--- config.mk ---
export PLATFORM = sky130hd
export DESIGN_NAME = sprite_table_scheduler
export DESIGN_NICKNAME = d
export VERILOG_FILES = /design/src/rtl/gpu2d_pkg.sv /design/src/rtl/sync_fifo.sv /design/src/rtl/sprite_table_scheduler.sv
export SDC_FILE = /design/constraint.sdc
export NUM_CORES = 1
export LEC_CHECK = 0
export ABC_AREA = 1
export CORE_MARGIN = 2
export CORE_UTILIZATION = 40
export CTS_CLUSTER_DIAMETER = 100
export DETAILED_ROUTE_END_ITERATION = 10
export PLACE_DENSITY = 0.68
export REMOVE_ABC_BUFFERS = 1
export SLEW_MARGIN = 20
export SYNTH_ARGS = -nofsm -noshare
export SYNTH_HDL_FRONTEND = slang
export SYNTH_SLANG_ARGS = --single-unit
--- constraint.sdc ---
create_clock -name clk -period 2.9 [get_ports clk]
set_input_delay 0.58 -clock clk [delete_from_list [all_inputs] [get_ports clk]]
set_output_delay 0.58 -clock clk [all_outputs]
set_load 0.1 [all_outputs]
--- src/rtl/gpu2d_pkg.sv ---
// Shared types and constants for the 2D sprite pipeline.
package gpu2d_pkg;

    // Number of live sprite table entries; the renderer halts its fetch here too.
    localparam int SPRITE_TABLE_DEPTH = 100;
    localparam int SPRITE_ADDR_W      = 10;
    localparam int SPRITE_DATA_W      = 8;

    typedef enum logic [1:0] {
        ACTIVE     = 2'd0,
        DRAIN      = 2'd1,
        BLANK_IDLE = 2'd2
    } e_sched_state;

    typedef enum logic {
        RR_HOST = 1'b0,
        RR_ANIM = 1'b1
    } e_rr_sel;

    typedef struct packed {
        logic [SPRITE_ADDR_W-1:0] addr;
        logic [SPRITE_DATA_W-1:0] data;
    } sprite_wr_t;

endpackage

--- src/rtl/sync_fifo.sv ---
// Single-clock first-word-fall-through FIFO; push and pop may coincide.
module sync_fifo #(
    parameter int WIDTH = 18,
    parameter int DEPTH = 8,
    parameter int CNT_W = $clog2(DEPTH + 1)
) (
    input  logic             clk,
    input  logic             rst_n,
    input  logic             push,
    input  logic [WIDTH-1:0] din,
    input  logic             pop,
    output logic [WIDTH-1:0] dout,
    output logic             full,
    output logic             empty,
    output logic [CNT_W-1:0] count
);
    localparam int PTR_W = (DEPTH > 1) ? $clog2(DEPTH) : 1;

    logic [WIDTH-1:0] mem_q [DEPTH];
    logic [PTR_W-1:0] wr_ptr_q, wr_ptr_d;
    logic [PTR_W-1:0] rd_ptr_q, rd_ptr_d;
    logic [CNT_W-1:0] count_q, count_d;
    logic             do_push, do_pop;

    // Flag generation and pointer/count next-state; full uses the pre-pop count.
    always_comb begin
        full     = (count_q == CNT_W'(DEPTH));
        empty    = (count_q == '0);
        do_push  = push && !full;
        do_pop   = pop && !empty;
        wr_ptr_d = do_push ? wr_ptr_q + 1'b1 : wr_ptr_q;
        rd_ptr_d = do_pop ? rd_ptr_q + 1'b1 : rd_ptr_q;
        count_d  = count_q;
        if (do_push && !do_pop) begin
            count_d = count_q + 1'b1;
        end else if (!do_push && do_pop) begin
            count_d = count_q - 1'b1;
        end
    end

    // Control state: pointers and occupancy.
    always_ff @(posedge clk or negedge rst_n) begin
        if (!rst_n) begin
            wr_ptr_q <= '0;
            rd_ptr_q <= '0;
            count_q  <= '0;
        end else begin
            wr_ptr_q <= wr_ptr_d;
            rd_ptr_q <= rd_ptr_d;
            count_q  <= count_d;
        end
    end

    // Storage array; contents are meaningless while the FIFO is empty, so no reset.
    always_ff @(posedge clk) begin
        if (do_push) begin
            mem_q[wr_ptr_q] <= din;
        end
    end

    assign dout  = mem_q[rd_ptr_q];
    assign count = count_q;

endmodule

--- src/rtl/sprite_table_scheduler.sv ---
// Queues sprite table writes from host and animation engine and commits
// them to the coordinate BRAM only while vblank is high.
module sprite_table_scheduler
    import gpu2d_pkg::*;
#(
    parameter int ADDR_WIDTH  = 10,
    parameter int DATA_WIDTH  = 8,
    parameter int TABLE_DEPTH = SPRITE_TABLE_DEPTH,
    parameter int FIFO_DEPTH  = 8,
    parameter int CNT_WIDTH   = $clog2(FIFO_DEPTH + 1)
) (
    input  logic                  clk,
    input  logic                  rst_n,
    input  logic                  vblank,
    input  logic                  host_valid,
    input  logic [ADDR_WIDTH-1:0] host_addr,
    input  logic [DATA_WIDTH-1:0] host_data,
    output logic                  host_ready,
    input  logic                  anim_valid,
    input  logic [ADDR_WIDTH-1:0] anim_addr,
    input  logic [DATA_WIDTH-1:0] anim_data,
    output logic                  anim_ready,
    output logic                  cbram_we,
    output logic [ADDR_WIDTH-1:0] cbram_waddr,
    output logic [DATA_WIDTH-1:0] cbram_d,
    output logic [CNT_WIDTH-1:0]  pending,
    output logic                  commit_done,
    output logic                  addr_err
);
    localparam int ENTRY_W = ADDR_WIDTH + DATA_WIDTH;
    localparam int LIM_W   = ADDR_WIDTH + 1;
    // One extra bit so a table depth equal to 2**ADDR_WIDTH still compares correctly.
    localparam logic [LIM_W-1:0] TABLE_LIM = LIM_W'(TABLE_DEPTH);

    e_sched_state          state_q, state_d;
    e_rr_sel               rr_q, rr_d;
    logic                  cbram_we_q, cbram_we_d;
    logic [ADDR_WIDTH-1:0] cbram_waddr_q, cbram_waddr_d;
    logic [DATA_WIDTH-1:0] cbram_d_q, cbram_d_d;
    logic                  commit_done_q, commit_done_d;
    logic                  addr_err_q, addr_err_d;

    logic                  fifo_push, fifo_pop, fifo_full, fifo_empty;
    logic [ENTRY_W-1:0]    fifo_din, fifo_dout;
    logic [CNT_WIDTH-1:0]  fifo_count;

    logic                  host_acc, anim_acc, req_accept, req_legal;
    logic [ADDR_WIDTH-1:0] req_addr;
    logic [DATA_WIDTH-1:0] req_data;

    sync_fifo #(
        .WIDTH (ENTRY_W),
        .DEPTH (FIFO_DEPTH),
        .CNT_W (CNT_WIDTH)
    ) u_fifo (
        .clk   (clk),
        .rst_n (rst_n),
        .push  (fifo_push),
        .din   (fifo_din),
        .pop   (fifo_pop),
        .dout  (fifo_dout),
        .full  (fifo_full),
        .empty (fifo_empty),
        .count (fifo_count)
    );

    // Round-robin grant; with no requester valid the pointer owner holds ready so both never assert.
    always_comb begin
        host_ready = 1'b0;
        anim_ready = 1'b0;
        if (!fifo_full) begin
            if (host_valid && anim_valid) begin
                host_ready = (rr_q == RR_HOST);
                anim_ready = (rr_q == RR_ANIM);
            end else if (host_valid) begin
                host_ready = 1'b1;
            end else if (anim_valid) begin
                anim_ready = 1'b1;
            end else begin
                host_ready = (rr_q == RR_HOST);
                anim_ready = (rr_q == RR_ANIM);
            end
        end
    end

    // Accepted-transfer handling: legal addresses are queued, illegal ones only flag an error.
    always_comb begin
        host_acc   = host_valid && host_ready;
        anim_acc   = anim_valid && anim_ready;
        req_accept = host_acc || anim_acc;
        req_addr   = host_acc ? host_addr : anim_addr;
        req_data   = host_acc ? host_data : anim_data;
        req_legal  = ({1'b0, req_addr} < TABLE_LIM);
        fifo_push  = req_accept && req_legal;
        fifo_din   = {req_addr, req_data};
        addr_err_d = req_accept && !req_legal;
        rr_d       = rr_q;
        if (host_acc) begin
            rr_d = RR_ANIM;
        end else if (anim_acc) begin
            rr_d = RR_HOST;
        end
    end

    // Commit sequencing: pops only while vblank is high; commit_done fires once per drain-to-empty.
    always_comb begin
        state_d       = state_q;
        fifo_pop      = 1'b0;
        commit_done_d = 1'b0;
        case (state_q)
            ACTIVE, DRAIN: begin
                if (!vblank) begin
                    state_d = ACTIVE;
                end else if (!fifo_empty) begin
                    fifo_pop = 1'b1;
                    state_d  = DRAIN;
                end else begin
                    commit_done_d = 1'b1;
                    state_d       = BLANK_IDLE;
                end
            end
            BLANK_IDLE: begin
                if (!vblank) begin
                    state_d = ACTIVE;
                end else if (!fifo_empty) begin
                    fifo_pop = 1'b1;
                    state_d  = DRAIN;
                end
            end
            default: state_d = ACTIVE;
        endcase
        cbram_we_d    = fifo_pop;
        cbram_waddr_d = fifo_pop ? fifo_dout[ENTRY_W-1:DATA_WIDTH] : '0;
        cbram_d_d     = fifo_pop ? fifo_dout[DATA_WIDTH-1:0] : '0;
    end

    // State, arbitration pointer and registered BRAM/status outputs.
    always_ff @(posedge clk or negedge rst_n) begin
        if (!rst_n) begin
            state_q       <= ACTIVE;
            rr_q          <= RR_HOST;
            cbram_we_q    <= 1'b0;
            cbram_waddr_q <= '0;
            cbram_d_q     <= '0;
            commit_done_q <= 1'b0;
            addr_err_q    <= 1'b0;
        end else begin
            state_q       <= state_d;
            rr_q          <= rr_d;
            cbram_we_q    <= cbram_we_d;
            cbram_waddr_q <= cbram_waddr_d;
            cbram_d_q     <= cbram_d_d;
            commit_done_q <= commit_done_d;
            addr_err_q    <= addr_err_d;
        end
    end

    assign cbram_we    = cbram_we_q;
    assign cbram_waddr = cbram_waddr_q;
    assign cbram_d     = cbram_d_q;
    assign commit_done = commit_done_q;
    assign addr_err    = addr_err_q;
    assign pending     = fifo_count;

endmodule

### Word level (Yosys, flattened, before mapping)

Memory sizes are Yosys's and may differ from the RTL's.
Index checks and enable logic that the tools add are counted.

* word-level logic and storage cells: 71
* input bits: 41
* memories kept: 1
* register bits after elaboration: 34
* bits in writable memories: 144
* output and inout bits: 27

Memory list
* u_fifo.mem_q: depth 8, width 18, rd ports 1, clocked after Yosys merged registers in 0, write ports 1, line sync_fifo.sv:19 `logic [WIDTH-1:0] mem_q [DEPTH];`

* mux-type cells: 29
* $lt $le $gt $ge: 1
* reductions and logical operators: 21
* bitwise operators: 1
* add/sub/neg operators: 4
* equal/unequal tests: 4

Operators by type and width (count)
* 2-to-1 mux 10 bit: 2
* 2-to-1 mux 1 bit: 18
* 2-to-1 mux 8 bit: 2
* less-than comparator 10 x 7 -> 1 bit, second input constant: 1
* logical AND 1 bit: 9
* 2-to-1 mux 2 bit: 4
* 2-to-1 mux 4 bit: 2
* adder 3 x 1 -> 3 bit, second input constant: 2
* logical NOT 1 bit: 5
* adder 4 x 1 -> 4 bit, second input constant: 1
* == test 4 bit, second input constant: 1
* logical NOT 4 bit: 1
* case mux 2 bit (2 select lines): 1
* nonzero test 2 bit: 2
* subtractor 4 x 1 -> 4 bit, second input constant: 1
* != test 3 bit, second input constant: 1
* OR reduction 3 bit: 1
* == test 2 x 1 -> 1 bit, second input constant: 1
* == test 2 bit, second input constant: 1
* logical NOT 2 bit: 1
* OR reduction 2 bit: 1
* logical OR 1 bit: 1
* NOT 1 bit: 1

### Depth between registers and ports, before layout

Gate-level depths: netlist of run 1.

* depth after elaboration: 14
* mapped depth: 20
* gate-level depth less buffers: 19

### By module

Synthesis of run 1 repeated with hierarchy kept, for this count alone.

* cell total of the unflattened synthesis: 706
* area total of the unflattened synthesis: 7614.8 µm²

By module, submodules not included
* sync_fifo: seq. area each 4574.4 µm², instances 1, area each 6394.9 µm², cells an instance 561
* sprite_table_scheduler: seq. area each 600.6 µm², instances 1, area each 1219.9 µm², cells an instance 145

### Least setup slack after synthesis of run 1

No wires, ideal clock.

* kind: flip-flop to flip-flop
* start: reg u_fifo.count_q[0] (netlist: u_fifo.count[0])
* end: reg u_fifo.count_q[3] (netlist: u_fifo.count[3])
* arrival time: 3.155 ns
* data required time: 2.737 ns
* period minus slack after synthesis: 3.319 ns
* path buffers: 2
* cell stages (with the launch flop): 20
* slack: -0.419 ns
* setup time: 0.163 ns
* cells stage by stage: dfrtp_1 -> nor2_2 -> nand2_2 -> buf_6 -> nand3b_1 -> nand2_1 -> nand2_1 -> nor2_4 -> nand3_4 -> buf_12 -> inv_1 -> ha_1 -> inv_1 -> ha_1 -> a21o_1 -> a21oi_1 -> nand2_1 -> nand2_1 -> nor2_1 -> xor2_1

* word-level cells in the longest chain between the ends: 10
* elaborated cells between the ends (all ways): 26
* those cells by class: add/sub (2); order compare (1); eq/ne (1); mux (8); reduce/logical (14)

Ends and longest elaborated chain
* start, declared: line sync_fifo.sv:22 `logic [CNT_W-1:0] count_q, count_d;`
* start signal, assigned: line sync_fifo.sv:50 `count_q <= count_d;`
* == test 4 bit *: line sync_fifo.sv:27 `full = (count_q == CNT_W'(DEPTH));`
* 2-to-1 mux 1 bit: line sprite_table_scheduler.sv:71 `if (!fifo_full) begin`
* logical AND 1 bit: line sprite_table_scheduler.sv:88 `host_acc = host_valid && host_ready;`
* 2-to-1 mux 10 bit: line sprite_table_scheduler.sv:91 `req_addr = host_acc ? host_addr : anim_addr;`
* less-than comparator 10 x 7 -> 1 bit: line sprite_table_scheduler.sv:93 `req_legal = ({1'b0, req_addr} < TABLE_LIM);`
* logical AND 1 bit: line sprite_table_scheduler.sv:94 `fifo_push = req_accept && req_legal;`
* logical AND 1 bit *: line sync_fifo.sv:29 `do_push = push && !full;`
* via u_fifo.do_push: line sync_fifo.sv:23 `logic do_push, do_pop;`
* logical NOT 1 bit: line sync_fifo.sv:36 `end else if (!do_push && do_pop) begin`
* logical AND 1 bit: line sync_fifo.sv:36
* nonzero test 2 bit (no source line)

The timed path passes the listed nets; every way through them passes the cells marked *. The select of a mux whose other input is x is not followed.
A chain may end at the register's enable or synchronous reset.

### Worst setup path in the final report of run 1

* start: in host_valid
* end: reg u_fifo.count_q[3] (netlist: u_fifo.count[3])

* word-level cells in the longest chain between the ends: 11
* elaborated cells between the ends (all ways): 19
* those cells by class: order compare (1); mux (8); reduce/logical (10)

Ends and longest elaborated chain
* start, declared: line sprite_table_scheduler.sv:15 `input logic host_valid,`
* 2-to-1 mux 1 bit or logical AND 1 bit (tied branches): line sprite_table_scheduler.sv:75, sprite_table_scheduler.sv:72
* 2-to-1 mux 1 bit: line sprite_table_scheduler.sv:72 `if (host_valid && anim_valid) begin`
* 2-to-1 mux 1 bit: line sprite_table_scheduler.sv:71
* logical AND 1 bit: line sprite_table_scheduler.sv:88
* 2-to-1 mux 10 bit: line sprite_table_scheduler.sv:91
* less-than comparator 10 x 7 -> 1 bit: line sprite_table_scheduler.sv:93
* logical AND 1 bit *: line sprite_table_scheduler.sv:94
* logical AND 1 bit *: line sync_fifo.sv:29
* via u_fifo.do_push: line sync_fifo.sv:23
* logical NOT 1 bit: line sync_fifo.sv:36
* logical AND 1 bit: line sync_fifo.sv:36
* nonzero test 2 bit (no source line)

The timed path passes the listed nets; every way through them passes the cells marked *.

==> results of run 1 <==
==> registers in the layout, indices dropped and copies added, names as in the netlist <==
signal,flops
u_fifo.wr_ptr_q,3
rr_q,1
cbram_we,1
cbram_waddr,10
u_fifo.count,4
u_fifo.mem_q,144
addr_err,1
state_q,2
commit_done,1
u_fifo.rd_ptr_q,3
cbram_d,8
==> synthesized netlist by cell type (all sizes together) <==
| cell type | n |
|---|---|
| a21o | 1 |
| o21ai | 75 |
| xnor2 | 2 |
| o21bai | 1 |
| fa | 1 |
| a21oi | 5 |
| inv | 32 |
| clkbuf | 17 |
| o221a | 36 |
| xor2 | 4 |
| edfxtp | 144 |
| nor3 | 19 |
| buf | 14 |
| ha | 5 |
| clkinv | 1 |
| nor2 | 89 |
| nand4 | 3 |
| nand2 | 41 |
| dfrtp | 34 |
| mux2 | 10 |
| nand3 | 11 |
| nand3b | 5 |
==> timing repair <==
item                                    4_1_cts  5_1_grt
hold buffers                                  0        0
endpoints found under the setup margin        0        1
setup buffers                                 0        1
gates resized for setup                       0        8
==> power by group through the flow <==
stage | clock network (mW) | registers, mW | logic (mW)
5_1_grt | 2.54 | 3.30 | 4.18
3_3_place_gp | 0 | 3.31 | 3.73
2_1_floorplan | 0 | 4.41 | 1.52
4_1_cts | 2.45 | 3.26 | 3.87
6_report | 2.43 | 3.27 | 3.89
3_5_place_dp | 0 | 3.31 | 3.85
==> area by class of cell <==
cell class	count	area share
multi-input combinational	310	0.206
clock buffer	18	0.0470
tap	229	0.0314
timing repair buffer	106	0.113
inverter	33	0.0136
sequential	178	0.567
clock inverter	14	0.0221
==> logic make-up (layout without fill, tap and decap cells) <==
kind of cell | count (synthesis) | after routing | share of synthesized area
multiplexers | 10 | 10 | 0.0154
buffers and inverters | 64 | 171 | 0.0377
adder cells (fa/ha/maj) | 6 | 6 | 0.0113
flip-flops | 178 | 178 | 0.709
AND/OR/NAND/NOR | 168 | 169 | 0.105
XOR/XNOR | 6 | 6 | 0.00720
AO/OA/AOI/OAI | 118 | 119 | 0.114
==> layer usage <==
layer  wire (um)  global-route usage  part of all wire
met2        8480               0.304              0.51
met4         401              0.0712             0.024
met1        6770               0.212              0.41
met5           0                   0                 0
met3         864              0.0352             0.052
==> metrics by stage <==
step,std cells,setup slack (ps),power [mW],setup TNS [ps],hold WS [ps]
3_5_place_dp,853,-377,7.17,-742,433
4_1_cts,885,69.1,9.59,0,329
5_1_grt,888,-39.9,10.0,-39.9,363
2_1_floorplan,519,-483,5.93,-9070,284
3_3_place_gp,853,-266,7.05,-389,423
6_report,888,92.3,9.58,0,288
==> critical path, stage by stage <==
cell and delay, ps:
clkdlybuf4s50_1 490, inv_2 60, a21oi_4 260, buf_6 150, nand3b_1 90, nand2_2 90, nor2_2 40, nand2_2 90
nand3_4 70, inv_1 60, ha_2 170, inv_2 50, ha_1 260, a21o_1 200, a21oi_2 150, nand2_1 70
nand2_1 50, nor2_1 50, xor2_1 130
==> worst paths after layout <==
check | end | slack [ps] | startpoint
min | u_fifo.wr_ptr_q[2]$_DFFE_PN0P_ | 290 | rst_n
min in group clk | commit_done$_DFF_PN0_ | 430 | state_q[1]$_DFFE_PN0P_
min reg2reg | commit_done$_DFF_PN0_ | 430 | state_q[1]$_DFFE_PN0P_
max in group asynchronous | cbram_waddr[9]$_DFF_PN0_ | 2030 | rst_n
max | u_fifo.count[3]$_DFFE_PN0P_ | 90 | host_valid
max reg2reg | u_fifo.count[3]$_DFFE_PN0P_ | 200 | u_fifo.count[0]$_DFFE_PN0P_
==> summary.md, run 1 <==
| Metric | Value |
|---|---|
| Core Area | `between 0.015 and 0.02 mm2` |
| Fmax | `~0.36 GHz` |
| Root Buffer | `clkbuf_16` |
| Via/cell ratio | `5.36` |
| FF-to-FF path depth | `18` |
| Starting Density | `0.408` |
| Post-synth cell types | `33` |
| Relative slew slack | `0.380` |
| Sequential share of power | `0.341` |
| Share of layout cells above drive strength 1 | `0.261` |
| Peak supply drop | `about 500 uV` |
| Seq. cell area | `0.00517 mm2` |
| Min Tclk post-route | `about 2800 ps` |
| Die Area | `0.0193 mm2` |
| Post-Syn Area | `between 0.007 and 0.008 mm2` |
| Ranking of synthesized cells by area | `edfxtp_1, dfrtp_1, o221a_2, o21ai_0, nor2_1` |
| Top cell type's share of synthesized area | `0.593` |
| Final core utilization | `0.510` |
| Global placer's final weighted congestion | `0.817` |
| Clock tree buffer depth | `2` |
| Wire per inst | `about 19 um` |
| First-pass GRT wire length | `25.4 mm` |
| Largest net degree at the start of global routing | `74` |
| Commonest non-fill, non-tap cells in the layout | `edfxtp_1, nor2_1, o21ai_0` |
| Rows | `49` |
| Vias post-DR | `4761` |
| Final WL | `16.5 mm` |
| Max-Cap Viols | `0` |
| Starting DRT DRC Count | `409` |
| Final Hold Fails | `0` |
| DIE WIDTH | `~140 um` |
| Crit. End Element | `flip-flop` |
| Detail Placement HPWL | `9.33 mm` |
| Outcome | `finished, final reports clean` |
| Max-slew violations | `0` |
| Clk_lat worst skew | `approximately 430 ps` |
| Post-route cell area | `0.00913 mm2` |
| Crit path DAT | `3120 ps` |
| Final period util | `0.968` |
| Placed Area | `0.00845 mm2` |
| Max FO, Critical Path | `6` |
| # diodes | `0` |
| Final setup vio count | `0` |
| Slew @ Worst Pin | `930 ps` |
| Static leakage | `3.39 nW` |
| Yosys warns | `0` |
| Total CTS buffers | `17` |
| Fillcell total | `1516` |
| Multi-input logic area | `0.00188 mm2` |
| Router iterations before antenna repair | `7` |
| Setup Crit Path Kind | `in2reg` |
| Commonest non-fill, non-tap cell in the layout | `edfxtp_1` |
| Crit path launch type | `input pin` |
| GR Util All Layers | `0.174` |
| Worst Path Required | `3210 ps` |
| Register area share after synthesis | `0.709` |
| Clk pwr share | `0.253` |
| Clk slew on worst S/H paths | `70 ps` |
| Htree depth | `4` |
| Vias in the first global route | `4745` |
| Synthesized flop and latch total | `178` |
| Remaining global-route overflow | `0` |
| Number of antenna violations at the first check in global routing | `0` |
| Final #Nets | `693` |
| Post-Syn Instances | `550` |
| Setup skew after layout | `8.02 ps` |
| # IOs | `approximately 70` |
| Die height | `139 um` |
| Antenna Nets Post-Route | `0` |
| Worst hold path class | `in2async` |
| Internal cell power | `~5.8 mW` |
| Area Growth Syn to Fin | `25.1%` |
| DRC viols | `0` |
| Sw Ratio | `0.399` |
| Synth Area per Inst | `13.3 um2` |
| # port buffers | `67` |
| Pwr dens | `1050 mW/mm2` |
| Comb pwr share | `0.406` |
| Area leader, netlist | `edfxtp_1` |
| Switching power | `3.83 mW` |
| Num Clock Sinks | `~180` |
| TritonCTS clock tree | `done` |
No activity file was read; power rests on OpenSTA's default activity.
==> run 2: changes to the inputs <==
SYNTH_HIERARCHICAL = 1   (was unset)
==> run 2 against run 1 <==
Net effect: sequential share of layout area is 0.76 points lower; hold slack worse by 24 ps; first-iteration DRC count is 14% lower; clock-buffer cell count stayed put; highest routed layer unchanged; die area is 4.2% higher; maximum frequency is 4.2% higher; routed wire length is 2.7% lower; combinational power is 5.7% higher; synthesized area is 4.4% higher; critical path type unchanged; non-clock buffer count is 10 higher.
==> summary.md, run 2 <==
| Metric | Value |
|---|---|
| # diodes | `0 (unchanged)` |
| Multi-input logic area | `0.00202 mm2 (+7.7%)` |
| Internal reg-to-reg setup slack | `220 ps (+20 ps)` |
| Synthesized flop and latch total | `178 (unchanged)` |
| Reg-to-Reg Start | `u_fifo/count[0]$_DFFE_PN0P_` |
| DRC viols | `0 (unchanged)` |
| Post-Synth XOR/XNOR Area | `0.00575 (-0.00145)` |
| Non-Filler Instances | `1060 (+19%)` |
| Clock tree buffer depth | `2 (unchanged)` |
| Rows | `50 (+2.0%)` |
| Detail Placement HPWL | `9.55 mm (+2.3%)` |
| Post-synth top cells | `nand2_1, edfxtp_1, nor2_1, inv_1, o21ai_0` |
| Max reg flops | `144 (unchanged)` |
| Antenna Nets Post-Route | `0 (unchanged)` |
| Num Clock Sinks | `178 (unchanged)` |
| Starting DRT DRC Count | `352 (-14%)` |
| TritonCTS clock tree | `done` |
| Top cell type's share of synthesized area | `0.568 (-0.0247)` |
| Post-Syn Area | `0.00761 mm2 (+4.4%)` |
| Die Area | `0.0202 mm2 (+4.2%)` |
| Share of layout cells above drive strength 1 | `0.166 (-0.0951)` |
| Ranking of synthesized cells by area | `edfxtp_1, nand2_1, dfrtp_1, nor2_1, o21ai_0` |
| Largest family of logic cells by synthesized area | `simple AND/OR/NAND/NOR gates` |
| Clk_lat worst skew | `430 ps (about the same)` |
| Max FO, Critical Path | `7 (+1)` |
| Final #Nets | `860 (+24%)` |
| Static leakage | `3.88 nW (+14%)` |
| Pre-CTS WS | `-251 ps (+126 ps)` |
| # IOs | `68 (unchanged)` |
| Setup skew after layout | `6.24 ps (-1.78 ps)` |
| Compound-gate portion of the synthesized area | `0.0544 (-0.0596)` |
| Global placer's final weighted congestion | `0.794 (-2.9%)` |
| Setup Crit Path Kind | `in2reg` |
| Synth async-reset ratio | `0.191 (unchanged)` |
| Crit path DAT | `3020 ps (-100 ps)` |
| Slew @ Worst Pin | `866 ps (-64.8 ps)` |
| Root Buffer | `clkbuf_16` |
| Reg with most FFs | `u_fifo/mem_q` |
| Worst Path Required | `3220 ps (about the same)` |
| Synth Area per Inst | `10.8 um2 (-19%)` |
| First-pass GRT wire length | `25.4 mm (about the same)` |
| Vias in the first global route | `4885 (+3.0%)` |
| Router iterations before antenna repair | `4 (-3)` |
| Total CTS buffers | `17 (unchanged)` |
| Outcome | `finished, final reports clean` |
| Final period util | `0.929 (-0.0390)` |
| Largest net degree at the start of global routing | `74 (unchanged)` |
| Count leader, synth | `nand2_1` |
| CTS Hold Bufs | `0 (unchanged)` |
| Starting Density | `0.407 (-0.000514)` |
| GR Util All Layers | `0.169 (-0.00531)` |
| # port buffers | `67 (unchanged)` |
| Commonest non-fill, non-tap cells in the layout | `nand2_1, edfxtp_1, buf_4` |
| Min Tclk post-route | `2690 ps (-113 ps)` |
| Worst hold path class | `in2async` |
| Htree depth | `4 (unchanged)` |
| DP Cell Count | `1023 (+20%)` |
| Remaining global-route overflow | `0 (unchanged)` |
| Vias post-DR | `5134 (+7.8%)` |
| Clk slew on worst S/H paths | `60 ps (about the same)` |
| Post-Syn Instances | `706 (+28%)` |
| Final Hold Fails | `0 (unchanged)` |
| Via/cell ratio | `4.84 (-9.7%)` |
| Die height | `142 um (+2.1%)` |
| Seq. cell area | `0.00518 mm2 (about the same)` |
| Max-slew violations | `0 (unchanged)` |
| DIE WIDTH | `142 um (+2.1%)` |
| Fillcell total | `1630 (+7.5%)` |
| Proportion of synthesized area in mux cells | `0.0148 (-0.000644)` |
| Synth Flop Type | `edfxtp_1` |
| Commonest non-fill, non-tap cell in the layout | `nand2_1` |
| Fmax | `0.371 GHz (+4.2%)` |
| Final setup vio count | `0 (unchanged)` |
| CP startpoint | `anim_valid` |
| Register area share after synthesis | `0.680 (-0.0296)` |
| Area Growth Syn to Fin | `21.5%` |
| Relative slew slack | `0.423 (+0.0432)` |
| Number of antenna violations at the first check in global routing | `0 (unchanged)` |
| Area leader, netlist | `edfxtp_1` |
| Peak supply drop | `678 uV (+35%)` |
| Yosys warns | `6 (+6)` |
| Core Area | `0.0187 mm2 (+4.5%)` |
| Max-Cap Viols | `0 (unchanged)` |
| Wire per inst | `15.1 um (-19%)` |
| Final WL | `16.1 mm (-2.7%)` |
| Post-synth cell types | `32 (-3.0%)` |
| Pwr dens | `1010 mW/mm2 (-3.5%)` |
| Synth Area in Simple Gates | `0.176 (+0.0709)` |
| Final worst slack | `205 ps (+113 ps)` |
| Adder-cell share of the synthesized area | `0.0108 (-0.000472)` |
| Hold slack | `264 ps (-24.0 ps)` |
| Crit. End Element | `flip-flop` |
| Number of flops mapped to enable cells by yosys | `144 (unchanged)` |
| Total power | `9.38 mW (-2.2%)` |
| Crit path launch type | `input pin` |
-- run 2: changes by cell type in the layout (fill, tap and decap cells not counted), moves of 18 or more --
cell     change
o21ai_0     -33
nor3_1      -18
nand2_1    +212
o221a_2     -35
o21ai_1     +36
inv_1       +23
-- run 2: per-stage QoR --
step | utilization | cell area, um2 | TNS, ps
after global placement | 0.464 | 8690 | -350
after floorplan | - | 7400 | -105670
final | 0.495 | 9250 | 0
after CTS | 0.491 | 9190 | 0
after global routing | 0.495 | 9250 | -14.8
after detailed placement | 0.464 | 8690 | -7210
-- run 2: area by class of cell --
class | instances | area share
clock buffer | 18 | 0.0464
inverter | 58 | 0.0246
multi-input combinational | 442 | 0.219
timing repair buffer | 116 | 0.111
clock inverter | 14 | 0.00798
sequential | 178 | 0.559
tap | 234 | 0.0316
-- run 2: kinds of logic (layout without fill, tap and decap cells) --
| family | Yosys count | count (layout) |
|---|---|---|
| and+or+nand+nor | 338 | 339 |
| AOI/OAI and AO/OA | 82 | 82 |
| muxes | 10 | 10 |
| DFF | 178 | 178 |
| adders and majority gates | 6 | 6 |
| buffers and inverters | 87 | 206 |
| xor gates and xnor gates | 5 | 5 |
-- run 2: where the power goes --
part	internal, mW	switching (mW)	leakage (nW)
clock	1.07	0.903	0.249
combinational	1.13	2.98	1.90
sequential	3.12	0.172	1.73
total	5.32	4.06	3.88
-- run 2: worst paths after layout --
check                                                 end  cells past startpoint
max                           u_fifo/count[3]$_DFFE_PN0P_                     18
min                                state_q[0]$_DFFE_PN0P_                      1
max reg2reg                   u_fifo/count[3]$_DFFE_PN0P_                     20
min reg2reg                         commit_done$_DFF_PN0_                      1
max in group asynchronous  u_fifo/rd_ptr_q[0]$_DFFE_PN0P_                      1
min in group clk                    commit_done$_DFF_PN0_                      1
-- run 2: repair_timing --
action                                  CTS  global route
buffers inserted                          0             4
gates resized for setup                   0             7
endpoints found under the setup margin    0            70
hold endpoints to repair                  0             0
-- run 2: critical path: stages --
cell,delay (ps)
clkdlybuf4s50_1,540
nand2_4,120
nand3_4,130
buf_4,130
o21ai_2,60
nor2_2,130
nand2_1,80
nor2_2,90
nand2_2,70
inv_2,70
ha_1,180
inv_1,60
ha_1,280
or2_2,280
nand2_1,70
nand2_1,50
nand3_1,70
nand2_1,50
-- run 2: routing by layer --
metal  global-route usage  routed length, um
met1                0.220               7210
met2                0.274               7750
met3               0.0363                680
met4               0.0747                418
met5                    0                  0
==> run 3: changes to the inputs <==
CAP_MARGIN = 20   (was unset)
==> results of run 3 <==
Same layout as run 2: the final DEF is identical, and so are final timing and power.
